<file path="config.mk">
export PLATFORM = sky130hd
export DESIGN_NAME = ip_fixer_process
export DESIGN_NICKNAME = d
export VERILOG_FILES = /design/src/rtl/ip_fixer_process.sv
export SDC_FILE = /design/constraint.sdc
export NUM_CORES = 1
export LEC_CHECK = 0
export ABC_AREA = 0
export BUFFER_PORTS_ARGS = -buffer_cell sky130_fd_sc_hd__buf_2
export CAP_MARGIN = 40
export CORE_UTILIZATION = 47
export CTS_CLUSTER_SIZE = 10
export DETAILED_ROUTE_END_ITERATION = 8
export PLACE_DENSITY = 0.86
export SLEW_MARGIN = 10
export SYNTH_ARGS = -nofsm -noshare
export SYNTH_HDL_FRONTEND = slang
export SYNTH_SLANG_ARGS = --single-unit
</file>
<file path="constraint.sdc">
create_clock -name clk -period 2.4 [get_ports clk]
set_clock_uncertainty 0.2 [all_clocks]
set_input_delay 0.12 -clock clk [delete_from_list [all_inputs] [get_ports clk]]
set_output_delay 0.12 -clock clk [all_outputs]
set_load 0.02 [all_outputs]
</file>
<file path="src/rtl/ip_fixer_process.sv">
// Streams packets from the ip_fixer input FIFO and splices the corrected IPv4
// total length and header checksum into data words D2 and D3.
//
// Handshake: a word moves when the FIFO is non-empty, out_rdy is high, the
// sequencer is not waiting for a preprocess result and reset is low.
// in_fifo_rd_en pops the head word in that same cycle. The word then appears
// on out_data/out_ctrl with out_wr=1 one cycle later. new_data_rd_en pops the
// preprocess result in the cycle the packet's EOP word moves.
module ip_fixer_process #(
  parameter int DATA_WIDTH = 64,
  parameter int CTRL_WIDTH = DATA_WIDTH / 8
) (
  input  logic                  clk,
  input  logic                  reset,
  input  logic [DATA_WIDTH-1:0] in_fifo_data,
  input  logic [CTRL_WIDTH-1:0] in_fifo_ctrl,
  input  logic                  in_fifo_empty,
  output logic                  in_fifo_rd_en,
  input  logic [15:0]           new_ip_length,
  input  logic [15:0]           new_ip_checksum,
  input  logic                  pkt_is_ip,
  input  logic                  new_data_avail,
  output logic                  new_data_rd_en,
  output logic [DATA_WIDTH-1:0] out_data,
  output logic [CTRL_WIDTH-1:0] out_ctrl,
  output logic                  out_wr,
  input  logic                  out_rdy,
  output logic [31:0]           num_pkts_fixed,
  output logic [6:0]            state_dbg
);

  typedef enum logic [6:0] {
    MOD_HDRS    = 7'b0000001,
    WAIT_RESULT = 7'b0000010,
    WORD_0      = 7'b0000100,
    WORD_1      = 7'b0001000,
    WORD_2      = 7'b0010000,
    WORD_3      = 7'b0100000,
    PAYLOAD     = 7'b1000000
  } state_t;

  state_t                state_q, state_d;
  logic [DATA_WIDTH-1:0] out_data_q, out_data_d;
  logic [CTRL_WIDTH-1:0] out_ctrl_q, out_ctrl_d;
  logic                  out_wr_q, out_wr_d;
  logic [31:0]           num_pkts_fixed_q, num_pkts_fixed_d;
  logic                  head_is_ctrl;
  logic                  move;
  logic [DATA_WIDTH-1:0] word_mux;

  always_comb begin
    head_is_ctrl     = (in_fifo_ctrl != '0);
    move             = !in_fifo_empty && out_rdy && (state_q != WAIT_RESULT) && !reset;
    in_fifo_rd_en    = move;
    new_data_rd_en   = 1'b0;
    state_d          = state_q;
    word_mux         = in_fifo_data;
    num_pkts_fixed_d = num_pkts_fixed_q;

    case (state_q)
      MOD_HDRS: begin
        // The first data word stays in the FIFO until the result is ready.
        if (!in_fifo_empty && !head_is_ctrl) begin
          in_fifo_rd_en = 1'b0;
          state_d       = WAIT_RESULT;
        end
      end
      WAIT_RESULT: begin
        if (new_data_avail) state_d = WORD_0;
      end
      WORD_0: begin
        if (move) state_d = WORD_1;
      end
      WORD_1: begin
        if (move) state_d = WORD_2;
      end
      WORD_2: begin
        if (pkt_is_ip) word_mux = {new_ip_length, in_fifo_data[DATA_WIDTH-17:0]};
        if (move) state_d = WORD_3;
      end
      WORD_3: begin
        if (pkt_is_ip) word_mux = {new_ip_checksum, in_fifo_data[DATA_WIDTH-17:0]};
        if (move) begin
          state_d = PAYLOAD;
          if (pkt_is_ip) num_pkts_fixed_d = num_pkts_fixed_q + 32'd1;
        end
      end
      PAYLOAD: begin
        if (move && head_is_ctrl) begin
          new_data_rd_en = 1'b1;
          state_d        = MOD_HDRS;
        end
      end
      default: state_d = MOD_HDRS;
    endcase

    out_wr_d   = in_fifo_rd_en;
    out_data_d = in_fifo_rd_en ? word_mux : out_data_q;
    out_ctrl_d = in_fifo_rd_en ? in_fifo_ctrl : out_ctrl_q;
  end

  always_ff @(posedge clk) begin
    if (reset) begin
      state_q          <= MOD_HDRS;
      out_data_q       <= '0;
      out_ctrl_q       <= '0;
      out_wr_q         <= 1'b0;
      num_pkts_fixed_q <= '0;
    end else begin
      state_q          <= state_d;
      out_data_q       <= out_data_d;
      out_ctrl_q       <= out_ctrl_d;
      out_wr_q         <= out_wr_d;
      num_pkts_fixed_q <= num_pkts_fixed_d;
    end
  end

  assign out_data       = out_data_q;
  assign out_ctrl       = out_ctrl_q;
  assign out_wr         = out_wr_q;
  assign num_pkts_fixed = num_pkts_fixed_q;
  assign state_dbg      = state_q;

endmodule

</file>
Word level (Yosys, flattened, before mapping)
Cells that the tools add are included.

Bits in registers: 112. Latch bits: 0. Memory bits (writable): 0. Bits in read-only memories: 0. Input bits: 110. Word-level logic and storage cells: 47. Memories: 0.

Add/subtract/negate cells: 1. $mul: 0. Divide/modulo/power cells: 0. Order comparisons: 0. Equality and inequality tests: 15. Shift operators: 0. Muxes and demuxes: 15. Bitwise gates (word level): 0. Reductions and logical operators: 11.

Operator list (number): 64-bit two-way mux (2); 64-bit one-hot mux with 2 select lines (1); 7-bit two-way mux (7); 7-bit one-hot mux with 7 select lines (1); 32-bit by 1-bit adder with 32-bit output, second input constant (1); 2-bit inequality test, second input constant (7); 8-bit nonzero test (1); 7-bit by 1-bit == test with 1-bit output, second input constant (1); 7-bit by 2-bit == test with 1-bit output, second input constant (1); 7-bit by 3-bit == test with 1-bit output, second input constant (1); 7-bit by 4-bit == test with 1-bit output, second input constant (1); 7-bit by 5-bit == test with 1-bit output, second input constant (1); 7-bit by 6-bit == test with 1-bit output, second input constant (1); 7-bit == test, second input constant (1); 7-bit by 2-bit inequality test with 1-bit output, second input constant (1); 7-bit AND reduction (1); 1-bit logical AND (5); 1-bit two-way mux (4); 1-bit logical NOT (3); 3-bit AND reduction (1).

Logic depth before layout (Yosys ltp)
Gate-level depths: netlist of the first run.

Depth after elaboration: 7. Mapped depth: 8.

Worst setup path after synthesis of the first run
No wires, ideal clock.

Path type: reg-to-reg. Start point: register state_q[5] (netlist: state_dbg[5]). End point: register num_pkts_fixed_q[23] (netlist: num_pkts_fixed[23]). Setup time: 0.070 ns. Data arrival time: 2.044 ns. Data required time: 2.130 ns. Path slack: 0.086 ns. Stages on the path, launching flop included: 8. Buffers on the path: 2. Cell sequence: dfxtp_1 buf_4 and2b_1 nand4_2 or3_1 buf_2 or4_1 a21oi_1.

Cells in the longest elaborated chain, start to end: 4. Elaborated cells between the ends (all ways): 5.

RTL lines: from (decl) (RTL line 42) `state_t state_q, state_d;`; from (signal assigned) (RTL line 110) `state_q <= state_d;`; 7-bit by 2-bit inequality test with 1-bit output (RTL line 53) `move = !in_fifo_empty && out_rdy && (state_q != WAIT_RESULT) && !reset;`; 1-bit logical AND (2 in a row) (RTL line 53); 3-bit AND reduction (no source line) (*); to (signal assigned) (RTL line 114) `num_pkts_fixed_q <= num_pkts_fixed_d;`; to (decl) (RTL line 46) `logic [31:0] num_pkts_fixed_q, num_pkts_fixed_d;`.

Mark *: on every way between the ends. The rest lies on a longest branch, timed or not. A chain may end at the register's enable or synchronous reset.

Final worst setup path of the first run
Start point: register state_q[1] (netlist: state_dbg[1]). End point: register out_data_q[26] (netlist: out_data[26]).

Cells in the longest elaborated chain, start to end: 5. Elaborated cells between the ends (all ways): 9.

RTL lines: 7-bit by 2-bit inequality test with 1-bit output (RTL line 53); 1-bit logical AND (2 in a row) (RTL line 53); 1-bit two-way mux (RTL line 63) `if (!in_fifo_empty && !head_is_ctrl) begin`; 1-bit two-way mux (RTL line 60) `case (state_q)`; to (signal assigned) (RTL line 111) `out_data_q <= out_data_d;`; to (decl) (RTL line 43) `logic [DATA_WIDTH-1:0] out_data_q, out_data_d;`.

Several ways; a longest one is shown, not always the timed one.

==> results of run 1 <==
## Yosys cell counts (8+ instances only)
master	n	share of area [%]
dfxtp_1	112	44
nor2_1	87	6.3
mux2i_1	61	12
nand2_1	52	3.8
a21oi_1	31	3.0
clkbuf_1	31	2.3
nand3_1	29	2.8
a31oi_1	20	2.4
xnor2_1	18	3.1
a31o_2	17	2.9
o21a_1	16	2.3
nor4_1	14	1.7
inv_1	12	0.88
nor3_1	11	1.1
buf_2	10	0.97
o21ai_0	8	0.78
## cells by family after synthesis
| group | after synthesis |
|---|---|
| xor gates and xnor gates | 20 |
| adders and majority gates | 1 |
| AOI/OAI and AO/OA | 106 |
| muxes | 61 |
| DFF | 112 |
| buffers and inverters | 56 |
| and+or+nand+nor | 243 |
## per-layer routing
layer	global-route usage, %	wire (um)	vias to the layer above
met5	0	13	-
met2	59.3	10300	444
li1	-	-	2799
met4	24.9	1640	2
met1	36.5	7300	2893
met3	11.1	1960	145
## state kept, by name, indices dropped and copies added (netlist names)
register	flops
out_ctrl	8
num_pkts_fixed	32
out_wr	1
state_dbg	7
out_data	64
## final cells by class
cell class / count / area, um2 / area share, %
tap: 136 / 170 / 2.13
inverter: 12 / 45.0 / 0.563
antenna: 1 / 2.50 / 0.0313
clock buffer: 10 / 138 / 1.72
sequential: 112 / 2240 / 28.1
multi-input combinational: 431 / 2750 / 34.3
timing repair buffer: 374 / 2590 / 32.4
clock inverter: 6 / 61.3 / 0.767
## critical path, delay by kind of cell (launching register included)
kind	cells	cell delay, ps
mux	1	100
buf+inv	3	670
flops	1	390
simple gates	3	670
compound gates	1	200
## what timing repair did
item | in CTS | in global routing
hold buffers | 105 | 0
endpoints found under the hold margin | 73 | 0
gates resized for setup | 0 | 14
setup endpoints to repair | 0 | 24
setup buffers | 0 | 3
## worst min path at each step
stage                         from            to  cells after the start  slack, ps
2_1_floorplan      in_fifo_ctrl[0]   out_ctrl[0]                      2         60
3_3_place_gp                 reset   out_ctrl[2]                      2        130
3_5_place_dp                 reset   out_ctrl[3]                      2        130
4_1_cts         new_ip_checksum[5]  out_data[53]                      4       0.02
5_1_grt        new_ip_checksum[14]  out_data[62]                      4         30
6_report       new_ip_checksum[14]  out_data[62]                      4          9
## where the power goes
group / total [mW] / switching (mW) / internal (mW)
clock: 1.18 / 0.747 / 0.433
sequential: 1.93 / 0.0308 / 1.90
combinational: 0.582 / 0.285 / 0.297
## metrics by stage
| step | power, mW | utilization (%) |
|---|---|---|
| after global routing | 3.81 | 76.4 |
| after CTS | 3.62 | 75.1 |
| after floorplan | 2.17 | - |
| after detailed placement | 2.35 | 63.1 |
| final | 3.70 | 76.4 |
| after global placement | 2.34 | 63.1 |
==> out/qor.txt, run 1 <==
sequential area share after synthesis: 43.6%
row count: 37
R2R Path End: out_data[26]
element type at the critical path end: register
H-tree levels: 3
slowest stage delay, CP: 390 ps
vias per cell: 5.81
critical path class: register to register
Final ANT Viol Nets: 0
Yosys cell types: 41
Cell Chain, Critical Path: buf_4 > nor2b_1 > nand3_1 > o21ai_4 > buf_4 > buf_4 > mux2i_1 > nor2_1
grt total ovfl: 0
final cell count without fillers: 1082
Synth Flop Type: dfxtp_1
final wirelength: 21200 um
vias in the first global route: 5953
final setup margin: 43.3 ps
Compound-Gate Fraction of Synth Area: 13.5%
Ys Warns: 0
Hold WS: 9.41 ps
initial antenna violation count: 1
r2r startpoint: state_dbg[1]
mux cell area share after synthesis: 11.9%
global placer's final weighted congestion: 0.826
GRT Total Usage: 34.9%
last element of the critical path: out_data[26]
Tcrit/Tclk final: 98.2%
1st-pass router iterations: 8
final setup fails: 0
Slowest cell on crit path: dfxtp_2
largest family of logic cells by synthesized area: simple AND/OR/NAND/NOR gates
Hold/Removal Path Class: input port to register
Die Height: 107 um
CP Launch Type: register
endpoints failing hold: 0
most used cell, CP: buf_4
XOR/XNOR share of the synthesized area: 3.40%
status: completed
maximum root-to-sink buffer count: 2
drt wl/cell: 19.6 um
Crit path arrival time: 2440 ps
syn_area_per_cell: 8.59 um2
maximum VDD drop: 362 uV
TritonCTS buffer count: 9
Syn Nets: 710
Seq cells post-synth: 112
CP Launch Point: state_dbg[1]
slew margin rel.: 47.4%
TNS Setup: 0 ps
commonest non-fill, non-tap cell in the layout: buf_2
first-pass GRT wire length: 30600 um
largest net degree at the start of global routing: 57
Worst Path Max Fanout: 17
clk sinks: 112
share of layout cells above drive strength 1: 33.7%
CTS root buf: clkbuf_8
placed cell count: 955
min Tclk post-route: 2360 ps
Leak: 3.85 nW
post-layout instance area: 8000 um2
area of the die: 11400 um2
Maximum Capacitance Violations: 0
TritonCTS clock tree: yes
io pins: 224
DR iter-0 viols: 617
FILL cells: 709
R2R setup slack: 40 ps
core area: 10500 um2
PD cells: 462 nW/um2
dpl cell area: 6610 um2
reg2reg path depth: 8
Adder-Cell Fraction of Synth Area: 0.243%
Post-synth EDFFs: 0
initial core utilization: 49.2%
IO buf count: 223
Post-Syn Instances: 599
ys async rst share: 0%
worst-skew pair later-pin latency: 400 ps
worst-margin pin slew: 787 ps
P&R area growth vs syn: 55.4%
critical path required time: 2480 ps
Place WS: 175 ps
Post-Synth Simple-Gate Area: 22.9%
Slew Viols, Final: 0
commonest non-fill, non-tap cells in the layout: 222 x buf_2, 110 x dfxtp_1, 105 x dlygate4sd3_1
mapped cell area: 5150 um2
DP Wirelength: 11000 um
Die X: 107 um
DRC viols: 0
Worst-path clk slew: 140 ps
Vias: 6283
fin nets: 1051
f_max: 0.424 GHz
Power figures use the tool's default switching activity.
==> run 2: changes to the inputs <==
- PLACE_DENSITY: 0.86 -> 0.85
- SKIP_CTS_REPAIR_TIMING: not set -> 1
==> run 2 against run 1 <==
Compared with the run above:
- critical path depth rose by 2
- highest routed layer is now met4
- clock power increased by 8%
- combinational power fell by 2%
- utilization fell by 0.75 points
==> out/qor.txt, run 2 (same netlist as run 1, synthesis figures left out) <==
TNS Setup: 0 ps (unchanged)
Net Switching: 0.956 mW (-10%)
vias in the first global route: 4916 (-17%)
Cell Chain, Critical Path: buf_4 > nor3_1 > buf_4 > nand3_1 > o21ai_4 > buf_12 > buf_4 > buf_12 > mux2i_1 > nor2_1
TritonCTS clock tree: yes
clk sinks: 112 (unchanged)
Crit path buffers/inverters: 5 (+2)
f_max: 0.426 GHz (+0.51%)
Worst-path clk slew: 120 ps (-20 ps)
met1 WL: 6980 um (-4.4%)
GRT Total Usage: 26.5% (-8.4 points)
Combinational Power Share: 15.0% (-0.8 points)
initial core utilization: 49.2% (unchanged)
final wirelength: 19900 um (-6.4%)
utilization after layout: 75.7% (-0.75 points)
critical path required time: 2450 ps (-30 ps)
io pins: 224 (unchanged)
Hold/Removal Path Class: input port to register
Leak: 3.86 nW (+0.13%)
row count: 37 (unchanged)
final setup margin: 55.2 ps (+11.9 ps)
DP Wirelength: 11200 um (+1.9%)
core area: 10500 um2 (unchanged)
final setup fails: 0 (unchanged)
Vias: 6067 (-3.4%)
1st-pass router iterations: 7 (-1)
area of the die: 11400 um2 (unchanged)
worst-skew pair later-pin latency: 370 ps (-30 ps)
maximum root-to-sink buffer count: 2 (unchanged)
max reg flops: 64 (unchanged)
slowest stage delay, CP: 350 ps (-40 ps)
Worst Path Max Fanout: 11 (-6)
met3 WL: 1860 um (-5.1%)
share of layout cells above drive strength 1: 33.8% (+0.11 points)
vias per cell: 5.64 (-2.8%)
H-tree levels: 3 (unchanged)
grt total ovfl: 0 (unchanged)
r2r startpoint: state_dbg[2]
Slowest cell on crit path: nor2_1
Crit path arrival time: 2400 ps (-40 ps)
CTS root buf: clkbuf_8
PD cells: 477 nW/um2 (+3.3%)
R2R Path End: out_data[10]
switching share of total power: 25.3% (-3.5 points)
reg2reg path depth: 10 (+2)
most used cell, CP: buf_4
routed wl met2: 9970 um (-3.3%)
Crit path max-delay family: buffers and inverters
element type at the critical path end: register
Final ANT Viol Nets: 0 (unchanged)
Maximum Capacitance Violations: 0 (unchanged)
slew margin rel.: 48.8% (+1.5 points)
P&R area growth vs syn: 53.9%
DRC viols: 0 (unchanged)
R2R setup slack: 60 ps (about the same)
Die X: 107 um (unchanged)
commonest non-fill, non-tap cells in the layout: 222 x buf_2, 112 x dfxtp_1, 92 x dlygate4sd3_1
critical path class: register to register
global placer's final weighted congestion: 0.889 (+7.6%)
worst-margin pin slew: 768 ps (-19.2 ps)
maximum VDD drop: 469 uV (+29%)
CP Launch Point: state_dbg[2]
Levels on crit path: 10 (+2)
fin nets: 1045 (-0.57%)
Ant. Diodes: 0 (-1)
last element of the critical path: out_data[10]
commonest non-fill, non-tap cell in the layout: buf_2
drt wl/cell: 18.5 um (-5.8%)
Seq pwr share: 51.1% (-1.2 points)
initial antenna violation count: 0 (-1)
endpoints failing hold: 0 (unchanged)
first-pass GRT wire length: 23900 um (-22%)
IO buf count: 223 (unchanged)
Slew Viols, Final: 0 (unchanged)
Tcrit/Tclk final: 97.7% (-0.50 points)
cell-internal power: 2.82 mW (+7.2%)
highest metal used: met4
largest net degree at the start of global routing: 62 (+8.8%)
DR iter-0 viols: 616 (-0.16%)
Place WS: 135 ps (-39.9 ps)
status: completed
CP Launch Type: register
TritonCTS buffer count: 9 (unchanged)
min Tclk post-route: 2340 ps (-11.9 ps)
Clk network pwr share: 33.9% (+2.0 points)
Die Height: 107 um (unchanged)
run 2: cell types whose count changed in the layout (fill, tap and decap cells not counted), sizes merged:
cell,change
diode,-1
inv,-1
buf,+9
bufinv,+2
clkinvlp,-1
clkinv,-1
clkbuf,-1
dlygate4sd3,-13
run 2: per-layer routing:
| layer | track usage, % | up-vias |
|---|---|---|
| met3 | 7.17 | 110 |
| li1 | - | 2785 |
| met4 | 7.83 | 0 |
| met1 | 32.0 | 2794 |
| met5 | 0 | - |
| met2 | 45.9 | 378 |
run 2: worst reg2reg max path, delay by kind of cell, from the launching register on:
kind	cells	cell delay, ps
AOI/OAI and AO/OA	1	190
buffers and inverters	5	770
DFF	1	330
muxes	1	100
and+or+nand+nor	3	650
run 2: worst min path at each step:
stage                                   start           end  slack [ps]  depth (start not counted)
after floorplan               in_fifo_ctrl[0]   out_ctrl[0]          60                          2
after global placement       in_fifo_data[32]  out_data[32]         150                          3
after detailed placement     in_fifo_data[46]  out_data[46]         160                          3
after CTS                    in_fifo_data[46]  out_data[46]        -260                          3
after global routing      new_ip_checksum[14]  out_data[62]          30                          4
final                     new_ip_checksum[14]  out_data[62]          10                          4
run 2: layout make-up:
type	count	area [um2]
multi-input combinational	431	2700
inverter	12	45.0
timing repair buffer	368	2540
sequential	112	2240
fill	679	2540
tap	136	170
clock inverter	5	86.3
clock buffer	11	141
run 2: power by group through the flow:
stage	combinational, mW	clock [mW]	sequential, mW
final	0.568	1.28	1.93
after global routing	0.600	1.39	1.93
after CTS	0.412	1.31	1.92
after detailed placement	0.410	0	1.97
after global placement	0.404	0	1.96
after floorplan	0.150	0	2.02
run 2: per-stage QoR:
step	power, mW	instances	hold slack (ps)	instance area (um2)
2_1_floorplan	2.17	599	63.9	5150
3_3_place_gp	2.37	963	149	6730
3_5_place_dp	2.38	963	156	6730
4_1_cts	3.64	979	-258	6960
5_1_grt	3.92	1075	30.2	7920
6_report	3.78	1075	13.7	7920
